--- src/rtl/ota_bitstream_decimator.sv ---
// Accumulate-and-dump decimator for the OTA comparator bitstream: sync, count ones over 2^WIN_LOG2 clocks, flag stuck loops.
// Define OTA_DECIM_DEGLITCH_EN to insert a 3-tap majority filter after the synchroniser.
module ota_bitstream_decimator #(
    parameter int WIN_LOG2    = 8,
    parameter int SYNC_STAGES = 2
) (
    input  logic       clk,
    input  logic       rst_n,
    input  logic       bit_in,
    input  logic       en,
    output logic [7:0] sample,
    output logic       sample_valid,
    output logic       sat,
    output logic       stuck,
    output logic       busy
);
    localparam int N  = 1 << WIN_LOG2;
    localparam int CW = WIN_LOG2 + 1;
`ifdef OTA_DECIM_DEGLITCH_EN
    localparam int SETTLE_LEN = SYNC_STAGES + 2;
`else
    localparam int SETTLE_LEN = SYNC_STAGES;
`endif

    typedef enum logic [1:0] {
        IDLE   = 2'd0,
        SETTLE = 2'd1,
        ACC    = 2'd2
    } state_t;

    state_t                  state;
    logic [SYNC_STAGES-1:0]  sync_p0;
    logic                    sync_out;
    logic                    b_s;
    logic                    b_prev;
    logic [CW-1:0]           acc;
    logic [CW-1:0]           trn;
    logic [WIN_LOG2-1:0]     phase;
    logic [2:0]              settle_cnt;
    logic [CW-1:0]           acc_final;
    logic [CW-1:0]           trn_final;

    // Clip a window count to the largest value representable in WIN_LOG2 bits.
    function automatic logic [7:0] clip_count(input logic [CW-1:0] cnt);
        logic [7:0] r;
        r = '0;
        if (cnt >= CW'(N))
            r[WIN_LOG2-1:0] = '1;
        else
            r[WIN_LOG2-1:0] = cnt[WIN_LOG2-1:0];
        return r;
    endfunction

    always_ff @(posedge clk) begin
        if (!rst_n) begin
            sync_p0 <= '0;
        end else begin
            sync_p0 <= {sync_p0[SYNC_STAGES-2:0], bit_in};
        end
    end

    assign sync_out = sync_p0[SYNC_STAGES-1];

`ifdef OTA_DECIM_DEGLITCH_EN
    logic dg_p1;
    logic dg_p2;

    always_ff @(posedge clk) begin
        if (!rst_n) begin
            dg_p1 <= 1'b0;
            dg_p2 <= 1'b0;
        end else begin
            dg_p1 <= sync_out;
            dg_p2 <= dg_p1;
        end
    end

    assign b_s = (sync_out & dg_p1) | (sync_out & dg_p2) | (dg_p1 & dg_p2);
`else
    assign b_s = sync_out;
`endif

    // Transition reference; during SETTLE this primes the first ACC comparison.
    always_ff @(posedge clk) begin
        if (!rst_n) begin
            b_prev <= 1'b0;
        end else begin
            b_prev <= b_s;
        end
    end

    assign acc_final = acc + CW'(b_s);
    assign trn_final = trn + CW'(b_s ^ b_prev);

    always_ff @(posedge clk) begin
        if (!rst_n) begin
            state        <= IDLE;
            sample       <= '0;
            sample_valid <= 1'b0;
            sat          <= 1'b0;
            stuck        <= 1'b0;
            busy         <= 1'b0;
            acc          <= '0;
            trn          <= '0;
            phase        <= '0;
            settle_cnt   <= '0;
        end else begin
            sample_valid <= 1'b0;
            if (!en) begin
                state      <= IDLE;
                busy       <= 1'b0;
                acc        <= '0;
                trn        <= '0;
                phase      <= '0;
                settle_cnt <= '0;
            end else begin
                case (state)
                    IDLE: begin
                        state      <= SETTLE;
                        busy       <= 1'b1;
                        settle_cnt <= '0;
                    end
                    SETTLE: begin
                        if (settle_cnt == 3'(SETTLE_LEN - 1)) begin
                            state <= ACC;
                            acc   <= '0;
                            trn   <= '0;
                            phase <= '0;
                        end else begin
                            settle_cnt <= settle_cnt + 3'd1;
                        end
                    end
                    ACC: begin
                        // Last cycle of the window: dump and restart with no dead cycle.
                        if (&phase) begin
                            sample       <= clip_count(acc_final);
                            sat          <= (acc_final == CW'(N));
                            stuck        <= (trn_final == '0);
                            sample_valid <= 1'b1;
                            acc          <= '0;
                            trn          <= '0;
                            phase        <= '0;
                        end else begin
                            acc   <= acc_final;
                            trn   <= trn_final;
                            phase <= phase + WIN_LOG2'(1);
                        end
                    end
                    default: begin
                        state <= IDLE;
                        busy  <= 1'b0;
                    end
                endcase
            end
        end
    end

endmodule

--- config.mk ---
export PLATFORM = sky130hd
export DESIGN_NAME = ota_bitstream_decimator
export DESIGN_NICKNAME = d
export VERILOG_FILES = /design/src/rtl/ota_bitstream_decimator.sv
export SDC_FILE = /design/constraint.sdc
export NUM_CORES = 1
export LEC_CHECK = 0
export BUFFER_PORTS_ARGS = -buffer_cell sky130_fd_sc_hd__buf_2
export CAP_MARGIN = 10
export CORE_MARGIN = 1.5
export CORE_UTILIZATION = 54
export DETAILED_ROUTE_END_ITERATION = 8
export PLACE_DENSITY_LB_ADDON = 0.3
export SLEW_MARGIN = 20
export SYNTH_ARGS = -nofsm -noshare
export SYNTH_HDL_FRONTEND = slang
export SYNTH_SLANG_ARGS = --single-unit
--- constraint.sdc ---
create_clock -name clk -period 4.8 [get_ports clk]
set_clock_uncertainty 0.05 [all_clocks]
set_input_delay 0.72 -clock clk [delete_from_list [all_inputs] [get_ports clk]]
set_output_delay 0.72 -clock clk [all_outputs]
set_load 0.02 [all_outputs]
==> summary.txt <==
Run status
  – Result of the run: finished, final reports clean

Routing
  – Final wirelength: 4666 um
  – Number of DRC violations after detailed routing: 0
  – Post-DRT Antenna Nets: 0
  – First DRT Iteration DRCs: 102
  – Routed wire per std cell: 13.64 um
  – Vias/cell: 5.839
  – Initial DRT Pass Iterations: 4
  – Via count: 1997

Setup path
  – Critical path cell sequence: inv_1 > ha_1 > nor2b_1 > nor2_2 > o21bai_1 > nor2_1
  – Startpoint kind of the worst setup timing path: register
  – RR Startpoint: state[0]$_SDFFE_PN0P_
  – Req. time, crit path: 4.90 ns
  – Data arrival, critical path: 2.61 ns
  – Largest delay contributor family on the critical path: compound AO/OA/AOI/OAI gates
  – Slowest stage cell, crit path: o21bai_1
  – Crit. End Element: register
  – Worst Path Buf+Inv: 1
  – Crit path largest cell delay: 0.85 ns
  – Length in cells of the worst reg-to-reg path: 6
  – Reg2Reg Capture Point: phase[3]$_SDFFE_PN0P_
  – Kind of critical path: reg -> reg
  – Reg2reg setup slack: 2.29 ns
  – Maximum fanout encountered on the critical timing path: 19

STA
  – Transition time at the pin with the least slew margin: 1.028 ns
  – Unrepaired setup endpoints after global routing: false
  – Total count of max-transition violations in the final report: 0
  – Share of the clock period used by the worst path: 0.5235
  – Total negative setup slack: 0 ns
  – Total count of hold-check failures in the final report: 0
  – Upper clock frequency limit: 0.3979 GHz
  – Count of endpoints failing setup in the final report: 0
  – Max-Slew Margin vs Limit: 0.3130
  – Tmin final: 2.513 ns

Clocking
  – CTS sink cnt: 46
  – Hold Buf Count CTS: 0
  – H-tree depth: 2
  – Setup repair bufs after CTS: 0
  – Resize count post-CTS: 0
  – Worst-Skew Late Latency: 0.30 ns
  – Maximum count of clock buffers along a single path: 2
  – Root buffer selected by CTS: clkbuf_8
  – TritonCTS buffer count: 5
  – Clock-pin slew on the worst setup and hold paths: 0.09 ns
  – Clock tree from TritonCTS: built

Floorplan
  – IO Count: 16
  – Core area: 0.004354 mm2
  – Effective utilization at floorplan: 0.5647
  – Number of standard-cell rows in the floorplan: 24
  – Y dimension of the die: 70.48 um
  – Die width: 70.48 um
  – Overall die area: 0.004967 mm2

Placement
  – Number of buffer cells added on primary ports: 15
  – Detailed Place HPWL: 3334 um
  – Final weighted congestion of routability-driven global placement: 0.8247
  – Placed instance area: 0.002511 mm2

Flow run
  – Number of max-capacitance violations reported: 0

Logic synthesis
  – Number of nets in the synthesized netlist: 298
  – Proportion of synthesized chip area in sequential cells: 0.3746
  – Count of unique library cells instantiated by Yosys: 53
  – Register bit total from synthesis: 46
  – Synth Warn #: 0
  – Post-synth EDFFs: 0
  – Post-synthesis instance total: 284
  – Mean instance size in the synthesized netlist: 8.657 um2
  – Dominant register cell in the synthesized netlist: dfxtp_1
  – Synth async-reset ratio: 0
  – Post-synth design cell area: 0.002459 mm2

Global routing
  – Remaining global-route overflow: 0
  – Total routing resource utilization after global routing: 0.1961
  – Number of global-route vias before repair: 1758
  – Initial antenna violation count: 0
  – Wire length of the first global-routing pass: 7824 um
  – Maximum number of pins on one net before global-route repair: 21

Layout
  – Antenna Diode Count: 0
  – Share of post-route cells with drive strength above 1: 0.1517
  – Area growth from synthesis to final layout: 6.616%
  – Area of the multi-input gates: 0.001401 mm2
  – Sequential cell area: 920.9 um2
  – Post-layout net count: 303
  – Fill cell total of the finished layout: 383
  – Cell area after layout: 0.002621 mm2

Power and ir drop
  – Static power due to leakage: 0.9291 nW
  – VDD IR-drop max: 0.1770 mV
  – Power per Cell Area: 265.0 mW/mm2

Worst hold path
  – Class of the most critical hold timing path: reg -> reg
  – Endpoint, Worst Hold: sync_p0[1]$_SDFF_PN0_
  – Number of stages on the worst hold path: 1
  – Worst Hold Launch: sync_p0[0]$_SDFF_PN0_
[per-stage QoR]
stage | setup slack (ns) | power, mW | std cells | util | hold slack [ns]
detailed placement | 2.330 | 0.4189 | 334 | 0.5767 | 0.3691
global placement | 2.415 | 0.4186 | 334 | 0.5767 | 0.3665
global route | 2.013 | 0.7232 | 342 | 0.6020 | 0.4221
floorplan | 2.833 | 0.4133 | 284 | - | 0.3619
CTS | 2.275 | 0.7034 | 342 | 0.6020 | 0.3923
finish | 2.287 | 0.6947 | 342 | 0.6020 | 0.3897
[synthesized netlist by cell type, drive strengths merged, types with 6 or more instances]
cell type,count,area [um2]
buf,12,72.56
ha,10,125.1
clkbuf,6,22.52
xnor2,9,78.83
o21ai,18,90.09
xor2,13,113.9
or3,10,62.56
inv,11,41.29
a21oi,22,143.9
nor2,24,92.59
a211oi,6,45.04
nand2,19,71.32
dfxtp,46,920.9
nand3,13,82.58
[flip-flops by register name, indices dropped and copies added (netlist names)]
register and flops:
acc 9, b_prev 1, busy 1, phase 8, sample 8, sample_valid 1
sat 1, settle_cnt 3, state 2, stuck 1, sync_p0 2, trn 9
[logic make-up after synthesis]
family	Yosys count	synth area share
fa+ha+maj	10	0.05089
compound gates	71	0.1970
simple gates	103	0.2310
xor+xnor	22	0.07837
mux	3	0.01272
buf+inv	29	0.05547
flops	46	0.3746
[per-layer routing]
layer  part of all wire  vias to the layer above  GRT usage
met3              0.034                        6    0.04040
li1                   -                     1021          -
met2               0.48                       36     0.3375
met1               0.47                      934     0.2405
met5                  0                        -          0
met4              0.013                        0    0.07051
[worst max-delay path by stage]
stage | start | to | slack [ns] | cells past startpoint
2_1_floorplan | sync_p0[1]$_SDFF_PN0_ | sample[7]$_SDFFE_PN0P_ | 2.83 | 7
3_3_place_gp | state[0]$_SDFFE_PN0P_ | phase[5]$_SDFFE_PN0P_ | 2.42 | 6
3_5_place_dp | state[0]$_SDFFE_PN0P_ | phase[7]$_SDFFE_PN0P_ | 2.33 | 6
4_1_cts | state[0]$_SDFFE_PN0P_ | phase[3]$_SDFFE_PN0P_ | 2.27 | 6
5_1_grt | state[0]$_SDFFE_PN0P_ | acc[6]$_SDFFE_PN0P_ | 2.01 | 6
6_report | state[0]$_SDFFE_PN0P_ | phase[3]$_SDFFE_PN0P_ | 2.29 | 6
[area by class of cell]
class,instances,area share
Clock inverter,2,0.01432
Inverter,11,0.01575
Clock buffer,6,0.02769
Tap cell,52,0.02482
Sequential cell,46,0.3513
Timing Repair Buffer,16,0.03150
Multi-Input combinational cell,209,0.5346
[cells in the final DEF, fill, tap and decap left out, types with 2 or more instances in the layout]
cell type | synthesis | final
and3_1 | 2 | 2
nand3b_1 | 3 | 3
clkbuf_8 | 0 | 5
nand4_1 | 4 | 4
or4_4 | 2 | 2
xor2_1 | 13 | 13
nand2_1 | 19 | 19
ha_1 | 10 | 10
nand3_1 | 11 | 11
o21bai_1 | 2 | 2
mux2i_1 | 2 | 2
or3_1 | 10 | 10
xnor2_1 | 9 | 9
o31ai_1 | 2 | 2
nor2b_1 | 2 | 2
a211oi_1 | 6 | 6
buf_2 | 7 | 15
and2_1 | 5 | 5
inv_1 | 11 | 11
a21oi_2 | 9 | 9
a31oi_1 | 5 | 5
and4_1 | 2 | 2
a22oi_1 | 5 | 5
nor3_1 | 5 | 5
dfxtp_1 | 46 | 46
nand2b_1 | 3 | 3
nor2_1 | 23 | 23
o21ai_0 | 18 | 18
a21oi_1 | 13 | 13
nor4_1 | 4 | 4
[power by group]
part	total, mW	switching [mW]	internal, mW
sequential	0.385	0.00160	0.384
combinational	0.0246	0.0162	0.00845
clock	0.285	0.129	0.155
No activity file was read; power rests on OpenSTA's default activity.
